### src/rtl/xrv_pkg.sv
// Shared decode definitions: RV32I opcodes, decode FSM states, immediate formats.
package xrv_pkg;

    localparam logic [6:0] OPC_LUI    = 7'h37;
    localparam logic [6:0] OPC_AUIPC  = 7'h17;
    localparam logic [6:0] OPC_JAL    = 7'h6F;
    localparam logic [6:0] OPC_JALR   = 7'h67;
    localparam logic [6:0] OPC_BRANCH = 7'h63;
    localparam logic [6:0] OPC_LOAD   = 7'h03;
    localparam logic [6:0] OPC_STORE  = 7'h23;
    localparam logic [6:0] OPC_IMM    = 7'h13;
    localparam logic [6:0] OPC_REG    = 7'h33;

    // funct7 value that marks an RV32M op inside the op_reg class
    localparam logic [6:0] FUNCT7_MULDIV = 7'h01;

    typedef enum logic [1:0] {RUN, WAIT_LS, WAIT_MD} id_state_t;

    typedef enum logic [2:0] {I, S, B, U, J} imm_fmt_t;

    // Immediate format implied by the major opcode; op_reg has none, I is harmless.
    function automatic imm_fmt_t imm_fmt_of(logic [6:0] opc);
        imm_fmt_t fmt;
        fmt = I;
        case (opc)
            OPC_LUI, OPC_AUIPC: fmt = U;
            OPC_JAL:            fmt = J;
            OPC_BRANCH:         fmt = B;
            OPC_STORE:          fmt = S;
            default:            fmt = I;
        endcase
        return fmt;
    endfunction

endpackage

### src/rtl/xrv_imm_gen.sv
// Combinational immediate generator: selects and sign-extends the immediate of one format.
module xrv_imm_gen
    import xrv_pkg::*;
(
    input  logic [31:7] i_instr,
    input  logic [2:0]  i_fmt,
    output logic [31:0] o_imm
);

    // Reassemble the scattered immediate bits for the requested format.
    always_comb begin
        o_imm = '0;
        case (i_fmt)
            I: o_imm = {{20{i_instr[31]}}, i_instr[31:20]};
            S: o_imm = {{20{i_instr[31]}}, i_instr[31:25], i_instr[11:7]};
            B: o_imm = {{19{i_instr[31]}}, i_instr[31], i_instr[7], i_instr[30:25],
                        i_instr[11:8], 1'b0};
            U: o_imm = {i_instr[31:12], 12'h000};
            J: o_imm = {{11{i_instr[31]}}, i_instr[31], i_instr[19:12], i_instr[20],
                        i_instr[30:21], 1'b0};
            default: o_imm = '0;
        endcase
    end

endmodule

### src/rtl/xrv_id.sv
// RV32I decode stage: handshake with fetch, decode, PC-relative targets and pipeline interlocks.
module xrv_id
    import xrv_pkg::*;
#(
    parameter int unsigned EN_MULT_DIV     = 0,
    parameter int unsigned TWO_STAGE_ALU   = 0,
    parameter int unsigned RESET_PC_UNUSED = 0
) (
    input  logic        clk,
    input  logic        rst,
    input  logic        if_valid,
    input  logic [31:0] if_instr,
    input  logic [31:0] if_pc,
    output logic        if_ready,
    input  logic        ex_jmp,
    input  logic        ls_done,
    input  logic        mult_div_done,
    output logic        ex_valid,
    output logic [31:0] ex_pc,
    output logic [31:0] ex_pc_auipc,
    output logic [31:0] ex_pc_jmp,
    output logic [31:0] ex_pc_branch,
    output logic        op_lui,
    output logic        op_auipc,
    output logic        op_jal,
    output logic        op_jalr,
    output logic        op_branch,
    output logic        op_load,
    output logic        op_store,
    output logic        op_imm,
    output logic        op_reg,
    output logic        op_is_compressed,
    output logic [31:0] imm_signed,
    output logic [31:0] imm_unsigned,
    output logic [4:0]  src1,
    output logic [4:0]  src2,
    output logic [4:0]  dest,
    output logic [6:0]  funct7,
    output logic [2:0]  funct3,
    output logic        illegal_instr
);

    localparam bit MD_EN = (EN_MULT_DIV != 0);
    localparam bit ALU2  = (TWO_STAGE_ALU != 0);

    logic w_unused_reset_pc;
    assign w_unused_reset_pc = (RESET_PC_UNUSED != 0);

    id_state_t r_state, w_state_d;
    logic      r_bubble, w_bubble_d;
    logic      r_ls_first, w_ls_first_d;

    logic [6:0] w_opc;
    logic w_op_lui, w_op_auipc, w_op_jal, w_op_jalr, w_op_branch;
    logic w_op_load, w_op_store, w_op_imm, w_op_reg;
    logic w_is_mop, w_legal, w_accept, w_issue, w_is_mem;
    imm_fmt_t    w_fmt;
    logic [31:0] w_imm, w_imm_b, w_imm_u;

    assign w_opc       = if_instr[6:0];
    // Every legal opcode ends in 2'b11, so a full 7-bit match also rejects compressed words.
    assign w_op_lui    = (w_opc == OPC_LUI);
    assign w_op_auipc  = (w_opc == OPC_AUIPC);
    assign w_op_jal    = (w_opc == OPC_JAL);
    assign w_op_jalr   = (w_opc == OPC_JALR);
    assign w_op_branch = (w_opc == OPC_BRANCH);
    assign w_op_load   = (w_opc == OPC_LOAD);
    assign w_op_store  = (w_opc == OPC_STORE);
    assign w_op_imm    = (w_opc == OPC_IMM);
    assign w_op_reg    = (w_opc == OPC_REG);

    assign w_is_mop = w_op_reg & (if_instr[31:25] == FUNCT7_MULDIV);
    assign w_is_mem = w_op_load | w_op_store;
    assign w_legal  = (w_op_lui | w_op_auipc | w_op_jal | w_op_jalr | w_op_branch |
                       w_op_load | w_op_store | w_op_imm | w_op_reg) & ~(w_is_mop & ~MD_EN);

    assign if_ready = (r_state == RUN) & ~r_bubble;
    assign w_accept = if_valid & if_ready & ~ex_jmp;
    assign w_issue  = w_accept & w_legal;

    assign w_fmt = imm_fmt_of(w_opc);

    xrv_imm_gen u_imm_sel (
        .i_instr (if_instr[31:7]),
        .i_fmt   (w_fmt),
        .o_imm   (w_imm)
    );

    // Branch and AUIPC targets are precomputed for every word regardless of class.
    xrv_imm_gen u_imm_b (
        .i_instr (if_instr[31:7]),
        .i_fmt   (B),
        .o_imm   (w_imm_b)
    );

    xrv_imm_gen u_imm_u (
        .i_instr (if_instr[31:7]),
        .i_fmt   (U),
        .o_imm   (w_imm_u)
    );

    // Interlock next-state: memory and mult/div waits, one-cycle ALU bubble.
    always_comb begin
        w_state_d    = r_state;
        w_bubble_d   = ALU2 & w_issue & (w_op_imm | (w_op_reg & ~w_is_mop));
        w_ls_first_d = w_issue & w_is_mem;
        case (r_state)
            RUN: begin
                if (w_issue && w_is_mem) begin
                    w_state_d = WAIT_LS;
                end else if (w_issue && w_is_mop) begin
                    w_state_d = WAIT_MD;
                end
            end
            // A jump in the first wait cycle means execute squashed the memory op.
            WAIT_LS: if (ls_done || (r_ls_first && ex_jmp)) w_state_d = RUN;
            WAIT_MD: if (mult_div_done) w_state_d = RUN;
            default: w_state_d = RUN;
        endcase
    end

    // Interlock state register.
    always_ff @(posedge clk or posedge rst) begin
        if (rst) begin
            r_state    <= RUN;
            r_bubble   <= 1'b0;
            r_ls_first <= 1'b0;
        end else begin
            r_state    <= w_state_d;
            r_bubble   <= w_bubble_d;
            r_ls_first <= w_ls_first_d;
        end
    end

    // Decoded fields load only on issue and otherwise hold for execute's delayed writeback.
    always_ff @(posedge clk or posedge rst) begin
        if (rst) begin
            ex_valid      <= 1'b0;
            illegal_instr <= 1'b0;
            ex_pc         <= '0;
            ex_pc_auipc   <= '0;
            ex_pc_jmp     <= '0;
            ex_pc_branch  <= '0;
            {op_lui, op_auipc, op_jal, op_jalr, op_branch,
             op_load, op_store, op_imm, op_reg} <= '0;
            imm_signed    <= '0;
            src1          <= '0;
            src2          <= '0;
            dest          <= '0;
            funct7        <= '0;
            funct3        <= '0;
        end else begin
            ex_valid      <= w_issue;
            illegal_instr <= w_accept & ~w_legal;
            if (w_issue) begin
                ex_pc        <= if_pc;
                ex_pc_auipc  <= if_pc + w_imm_u;
                ex_pc_jmp    <= if_pc + 32'd4;
                ex_pc_branch <= if_pc + w_imm_b;
                {op_lui, op_auipc, op_jal, op_jalr, op_branch,
                 op_load, op_store, op_imm, op_reg} <= {w_op_lui, w_op_auipc, w_op_jal,
                    w_op_jalr, w_op_branch, w_op_load, w_op_store, w_op_imm, w_op_reg};
                imm_signed   <= w_imm;
                src1         <= if_instr[19:15];
                src2         <= if_instr[24:20];
                dest         <= if_instr[11:7];
                funct7       <= if_instr[31:25];
                funct3       <= if_instr[14:12];
            end
        end
    end

    assign op_is_compressed = 1'b0;
    assign imm_unsigned     = imm_signed;

endmodule

### config.mk
export PLATFORM = sky130hd
export DESIGN_NAME = xrv_id
export DESIGN_NICKNAME = d
export VERILOG_FILES = /design/src/rtl/xrv_pkg.sv /design/src/rtl/xrv_imm_gen.sv /design/src/rtl/xrv_id.sv
export SDC_FILE = /design/constraint.sdc
export NUM_CORES = 1
export LEC_CHECK = 0
export ABC_AREA = 1
export CORE_ASPECT_RATIO = 0.75
export CORE_MARGIN = 5
export CORE_UTILIZATION = 39
export DETAILED_ROUTE_END_ITERATION = 16
export PLACE_DENSITY = 0.66
export SYNTH_ARGS = -nofsm -noshare
export SYNTH_HDL_FRONTEND = slang
export SYNTH_SLANG_ARGS = --single-unit
### constraint.sdc
create_clock -name clk -period 7 [get_ports clk]
set_input_delay 0.7 -clock clk [delete_from_list [all_inputs] [get_ports clk]]
set_output_delay 0.7 -clock clk [all_outputs]
set_load 0.05 [all_outputs]
# == Word level (Yosys, flattened, before mapping) ==
# Index checks and enable logic that the tools add are counted.
# word_totals
out_inout_bits,230
word_cells,79
in_bits,70
register_bits,199
# classes
n_bitwise,19
n_mux,7
reduce_logical,8
addsub,3
eq_ne,19
# op_table
operator,n
one-hot mux 32 bit (5 select lines),1
adder 32 bit,2
"adder 32 x 3 -> 32 bit, second input constant",1
"equality test 7 x 6 -> 1 bit, second input constant",3
"equality test 7 bit, second input constant",3
"equality test 7 x 5 -> 1 bit, second input constant",2
one-hot mux 3 bit (4 select lines),1
OR 1 bit,9
two-way mux 2 bit,4
bitwise AND 1 bit,7
"equality test 7 x 1 -> 1 bit, second input constant",1
"equality test 7 x 2 -> 1 bit, second input constant",1
"equality test 3 x 2 -> 1 bit, second input constant",2
one-hot mux 2 bit (3 select lines),1
"inequality test 2 bit, second input constant",2
"equality test 3 x 1 -> 1 bit, second input constant",1
"equality test 3 bit, second input constant",1
logical AND 1 bit,3
logical NOT 3 bit,1
"inequality test 3 x 1 -> 1 bit, second input constant",1
NOT 1 bit,3
AND reduction 3 bit,1
"equality test 2 x 1 -> 1 bit, second input constant",1
"equality test 2 bit, second input constant",1
3 further kinds,3

# == Logic depth before layout (Yosys ltp) ==
# logic_depth
depth_word,15
ltp_mapped,14
mapped_depth_nobuf,13

# == Hierarchy ==
# Synthesis repeated with hierarchy kept, for this count alone.
# hier_totals
hier_cells,2278
area_unflattened_um2,14876.8
# by_module_without_submodules
module,instances,seq_area_each_um2,cells_each,area_each_um2
xrv_id,1,4929.7,1972,13093.8
xrv_imm_gen,3,0.0,102,594.3

# == Worst setup path before layout ==
# OpenSTA, ideal clock, no wires.
# synth_path
kind,reg2reg
start,reg r_state[1]
end,reg imm_signed[12]
setup_slack_ns,4.793
path_stages_with_launch,7
setup_ns,0.066
n_path_buf,1
period_less_slack_ns,2.207
t_arrival_ns,2.141
t_required_ns,6.934
cell_sequence,dfrtp_1 > nor2_1 > nand2_1 > nor3_4 > buf_6 > o21ai_0 > nand2_1
# synth_via
elab_chain_len,4
# synth_rtl
element,line_no,text
from (decl),xrv_id.sv:49,"id_state_t r_state, w_state_d;"
from (signal assigned),xrv_id.sv:129,r_state <= w_state_d;
logical NOT 2 bit,xrv_id.sv:77,assign if_ready = (r_state == RUN) & ~r_bubble;
named net if_ready,xrv_id.sv:14,"output logic if_ready,"
bitwise AND 1 bit (2 in series),xrv_id.sv:78,assign w_accept = if_valid & if_ready & ~ex_jmp;
bitwise AND 1 bit,xrv_id.sv:79,assign w_issue = w_accept & w_legal;
to (signal assigned),xrv_id.sv:163,imm_signed <= w_imm;
to (decl),xrv_id.sv:33,"output logic [31:0] imm_signed,"
# The timed path passes the listed nets, and every way through them passes these cells.
# A chain may end at the register's enable or synchronous reset.

# == Worst setup path after layout ==
# layout_path
start,in if_instr[6]
end,reg ex_pc[30]
# layout_via
elab_chain_len,11
elab_cells_between_ends,21
classes_between,9 x eq/ne; 12 x bitwise
# layout_rtl
element,line_no,text
from (decl),xrv_id.sv:12,"input logic [31:0] if_instr,"
equality test 7 x 6 -> 1 bit or equality test 7 x 5 -> 1 bit (tied branches),"xrv_id.sv:62, xrv_id.sv:63",
OR 1 bit (5 in series),xrv_id.sv:74,assign w_legal = (w_op_lui | w_op_auipc | w_op_jal | w_op_jalr | w_op_branch |
OR 1 bit (3 in series),xrv_id.sv:75,w_op_load | w_op_store | w_op_imm | w_op_reg) & ~(w_is_mop & ~MD_EN);
bitwise AND 1 bit *,xrv_id.sv:75,
bitwise AND 1 bit *,xrv_id.sv:79,
to (signal assigned),xrv_id.sv:156,ex_pc <= if_pc;
to (decl),xrv_id.sv:19,"output logic [31:0] ex_pc,"
# Every way passes the cells marked *; elsewhere a longest branch is shown, timed or not.

==> parameters.txt <==
Parameter                              Value

STA
  Sum of negative setup slack ... 0 ps
  Achievable clock frequency ... 287 MHz
  Slew margin rel. ... 0.325
  Max-slew violation count ... 0
  Worst setup slack after layout ... 3520 ps
  Clock period minus final worst setup slack ... 3480 ps
  Final worst-path cycle share ... 0.497
  Final-report hold violation count ... 0
  RSZ-0062 raised after global routing ... false
  Least-Margin Pin Slew ... 1010 ps
  Setup Viol. Count Final ... 0
  Maximum clock skew at final layout ... 13.1 ps

Placement
  Pre-CTS worst setup slack ... 3090 ps
  Count of port buffers added during placement ... 298
  Placed Instance Area ... 0.0146 mm2
  Routability cong. ... 0.943
  HPWL after detailed placement ... 33.0 mm

Clock network
  Setup repair bufs after CTS ... 0
  Max Buffers Root-to-Sink ... 2
  Clock transition at the registers of the reported paths ... 80 ps
  Num CTS Buffers ... 17
  Clock Tree Root ... sky130_fd_sc_hd__clkbuf_16
  Gates resized, CTS repair ... 0
  CTS tree ... built
  Skew-Pair Late Insertion Delay ... 440 ps
  TritonCTS sink count ... 184
  Clock H-tree levels ... 4
  Hold-fix buffers, CTS ... 0

Drt
  1st-iter DRT viols ... 851
  Mean number of vias per cell ... 4.98
  Number of vias in the routed layout ... 11500
  Drt drc ... 0
  Uppermost layer routed ... met5
  Final WL ... 41.8 mm
  Met2 wire length ... 18.6 mm
  First drt pass iteration count ... 5
  Routed met3 length ... 3.52 mm
  Wire per inst ... 18.2 um
  Wl on met1 ... 19.1 mm
  Routed Antenna Nets ... 0

Yosys
  Top post-synthesis cells by area ... sky130_fd_sc_hd__dfrtp_1 (39%), sky130_fd_sc_hd__nand2_1 (21%), sky130_fd_sc_hd__inv_1 (6.2%), sky130_fd_sc_hd__ha_1 (5.3%), sky130_fd_sc_hd__buf_4 (4.4%)
  Cell accounting for the most synthesized area ... sky130_fd_sc_hd__dfrtp_1
  Synth top area share ... 0.393
  Number of unique standard cell types used by synthesis ... 32
  Synthesized instance count ... 1654
  Total of warnings raised by yosys ... 0
  Average cell area after synthesis ... 7.08 um2
  Netlist area before placement ... 0.0117 mm2
  Flops & latches, synth ... 184
  Sequential cell area fraction in the yosys report ... 0.393
  Syn Nets ... 1776

Power and ir drop
  Pint ... 0.00263 W
  Power share of the clock group ... 0.196
  IR Drop Worst-Case VDD ... 169 uV
  LEAKAGE ... 7.70 nW
  Combinational power share ... 0.506
  Total chip power ... 0.00508 W
  Switching pwr ... 0.00245 W
  Net switching share of the total power ... 0.482
  Power per Cell Area ... 335 mW/mm2
  Proportion of power drawn by flip-flops and latches ... 0.298

Die
  Area of the core ... 0.0299 mm2
  Height of the chip ... 160 um
  Horizontal die dimension ... 210 um
  Starting density of the core ... 0.392
  Die footprint ... 0.0336 mm2
  Top Ports ... 300
  Std cell rows ... 55

Critical path
  Data required, critical path ... 7290 ps
  Count of buffer and inverter cells on the critical path ... 3
  Worst EP arrival ... 3780 ps
  Most common cell on crit path ... sky130_fd_sc_hd__nor2_1
  Biggest fanout along the worst timing path ... 75
  Delay contributed by the slowest stage of the critical path ... 660 ps
  Crit end category ... register
  Crit-path cells ... clkdlybuf4s50_1 > nor2_1 > nand2_2 > nand3_1 > nor2_1 > inv_2 > nand3b_4 > buf_4 > o21ai_0
  Setup crit start kind ... input pin
  Worst Setup Path Type ... input pin to register
  Slowest cell on the critical path ... sky130_fd_sc_hd__buf_4
  CP delay by family, top ... simple AND/OR/NAND/NOR gates

Final layout
  Count of inserted antenna diode cells ... 0
  Most frequent cells in the layout ... sky130_fd_sc_hd__nand2_1 (653), sky130_fd_sc_hd__clkdlybuf4s50_1 (298), sky130_fd_sc_hd__inv_1 (193), sky130_fd_sc_hd__dfrtp_1 (184), sky130_fd_sc_hd__nor2_1 (103)
  Final Net Count ... 2011
  Most frequent standard cell in the layout excluding fill and tap cells ... sky130_fd_sc_hd__nand2_1
  Layout Cell Area excl Fill ... 0.0152 mm2
  Share of cells above drive strength 1 ... 0.0268
  Synthesis-to-finish area growth ... 29.6%
  Biggest registers after layout ... ex_pc (32), imm_signed (32), ex_pc_branch (31)

Hold path
  Class of the most critical hold timing path ... register to register

Global routing
  Number of antenna violations at the first check in global routing ... 1
  Tot GR Track Use ... 0.243
  Number of global-route vias before repair ... 10900
  Global-route congestion overflow total ... 0
  First-pass GRT wire length ... 64.2 mm
  Pin count of the biggest net entering global routing ... 91

Outcome
  Status ... complete, no violations

Job
  # Max-Cap Violations ... 0
-- routing by layer --
layer / up-vias / track usage
li1: 5616 / -
met5: - / 0
met3: 40 / 0.0538
met1: 5348 / 0.344
met2: 446 / 0.388
met4: 2 / 0.0448
-- worst register-to-register path: stages (launching register included) --
cell	delay, ps
sky130_fd_sc_hd__dfrtp_1	390
sky130_fd_sc_hd__nor2_1	160
sky130_fd_sc_hd__nand2_1	170
sky130_fd_sc_hd__nand3b_4	740
sky130_fd_sc_hd__buf_4	650
sky130_fd_sc_hd__nand2_1	180
sky130_fd_sc_hd__o21ai_0	110
-- final timing paths --
check | slack, ps | startpoint | depth (start not counted) | to
max in group asynchronous | 5100 | rst | 3 | ex_pc[9]
worst min register to register | 460 | r_state[0] | 1 | r_state[1]
min in group asynchronous | 750 | rst | 2 | op_reg
worst min-delay path | 460 | r_state[0] | 1 | r_state[1]
worst max-delay path | 3520 | if_instr[6] | 9 | ex_pc[30]
worst max register to register | 4450 | r_state[1] | 6 | ex_pc[30]
-- synthesized netlist by cell type --
| master | number |
|---|---|
| sky130_fd_sc_hd__a21o_1 | 2 |
| sky130_fd_sc_hd__a21oi_1 | 36 |
| sky130_fd_sc_hd__a22oi_1 | 1 |
| sky130_fd_sc_hd__and2_1 | 7 |
| sky130_fd_sc_hd__buf_2 | 3 |
| sky130_fd_sc_hd__buf_4 | 68 |
| sky130_fd_sc_hd__buf_6 | 9 |
| sky130_fd_sc_hd__clkbuf_1 | 7 |
| sky130_fd_sc_hd__clkbuf_2 | 3 |
| sky130_fd_sc_hd__conb_1 | 1 |
| sky130_fd_sc_hd__dfrtp_1 | 184 |
| sky130_fd_sc_hd__fa_1 | 2 |
| sky130_fd_sc_hd__ha_1 | 50 |
| sky130_fd_sc_hd__inv_1 | 194 |
| sky130_fd_sc_hd__inv_2 | 3 |
| sky130_fd_sc_hd__nand2_1 | 653 |
| sky130_fd_sc_hd__nand2_2 | 3 |
| sky130_fd_sc_hd__nand3_1 | 100 |
| sky130_fd_sc_hd__nand3b_1 | 8 |
| sky130_fd_sc_hd__nand3b_4 | 1 |
| sky130_fd_sc_hd__nand4_1 | 17 |
| sky130_fd_sc_hd__nor2_1 | 103 |
| sky130_fd_sc_hd__nor2_2 | 2 |
| sky130_fd_sc_hd__nor3_1 | 16 |
| sky130_fd_sc_hd__nor3_4 | 3 |
| sky130_fd_sc_hd__nor3b_1 | 3 |
| sky130_fd_sc_hd__o21ai_0 | 89 |
| sky130_fd_sc_hd__o21ai_1 | 28 |
| sky130_fd_sc_hd__o21bai_1 | 6 |
| sky130_fd_sc_hd__o22ai_1 | 4 |
| sky130_fd_sc_hd__xnor2_1 | 27 |
| sky130_fd_sc_hd__xor2_1 | 21 |
-- through the flow --
step | std cells | utilization | hold WS [ps]
after global routing | 2301 | 0.508 | 483
final | 2301 | 0.508 | 462
after floorplan | 1654 | - | 429
after detailed placement | 2269 | 0.489 | 451
after global placement | 2269 | 0.489 | 445
after CTS | 2301 | 0.508 | 462
-- cell families after synthesis --
family / Yosys count / share of synthesized area
DFF: 184 / 0.393
and+or+nand+nor: 916 / 0.320
adders and majority gates: 52 / 0.0568
other: 1 / 0.000320
xor gates and xnor gates: 48 / 0.0359
AOI/OAI and AO/OA: 166 / 0.0733
buffers and inverters: 287 / 0.120
-- power by group through the flow --
stage	combinational, W	sequential, W	clock, W
after floorplan	0.000816	0.00242	0
after global placement	0.00256	0.00153	0
after detailed placement	0.00258	0.00153	0
after CTS	0.00259	0.00152	0.00101
after global routing	0.00270	0.00155	0.00105
final	0.00257	0.00151	0.000993
-- layout make-up --
type,instances,area (um2)
clock inverters,12,133
multi-input cells,1183,5700
flip-flops and latches,184,4600
inverters,197,747
clock buffers,20,447
repair buffers,306,3040
well taps,399,499
fillers,2951,14700
No activity file was read; power rests on OpenSTA's default activity.
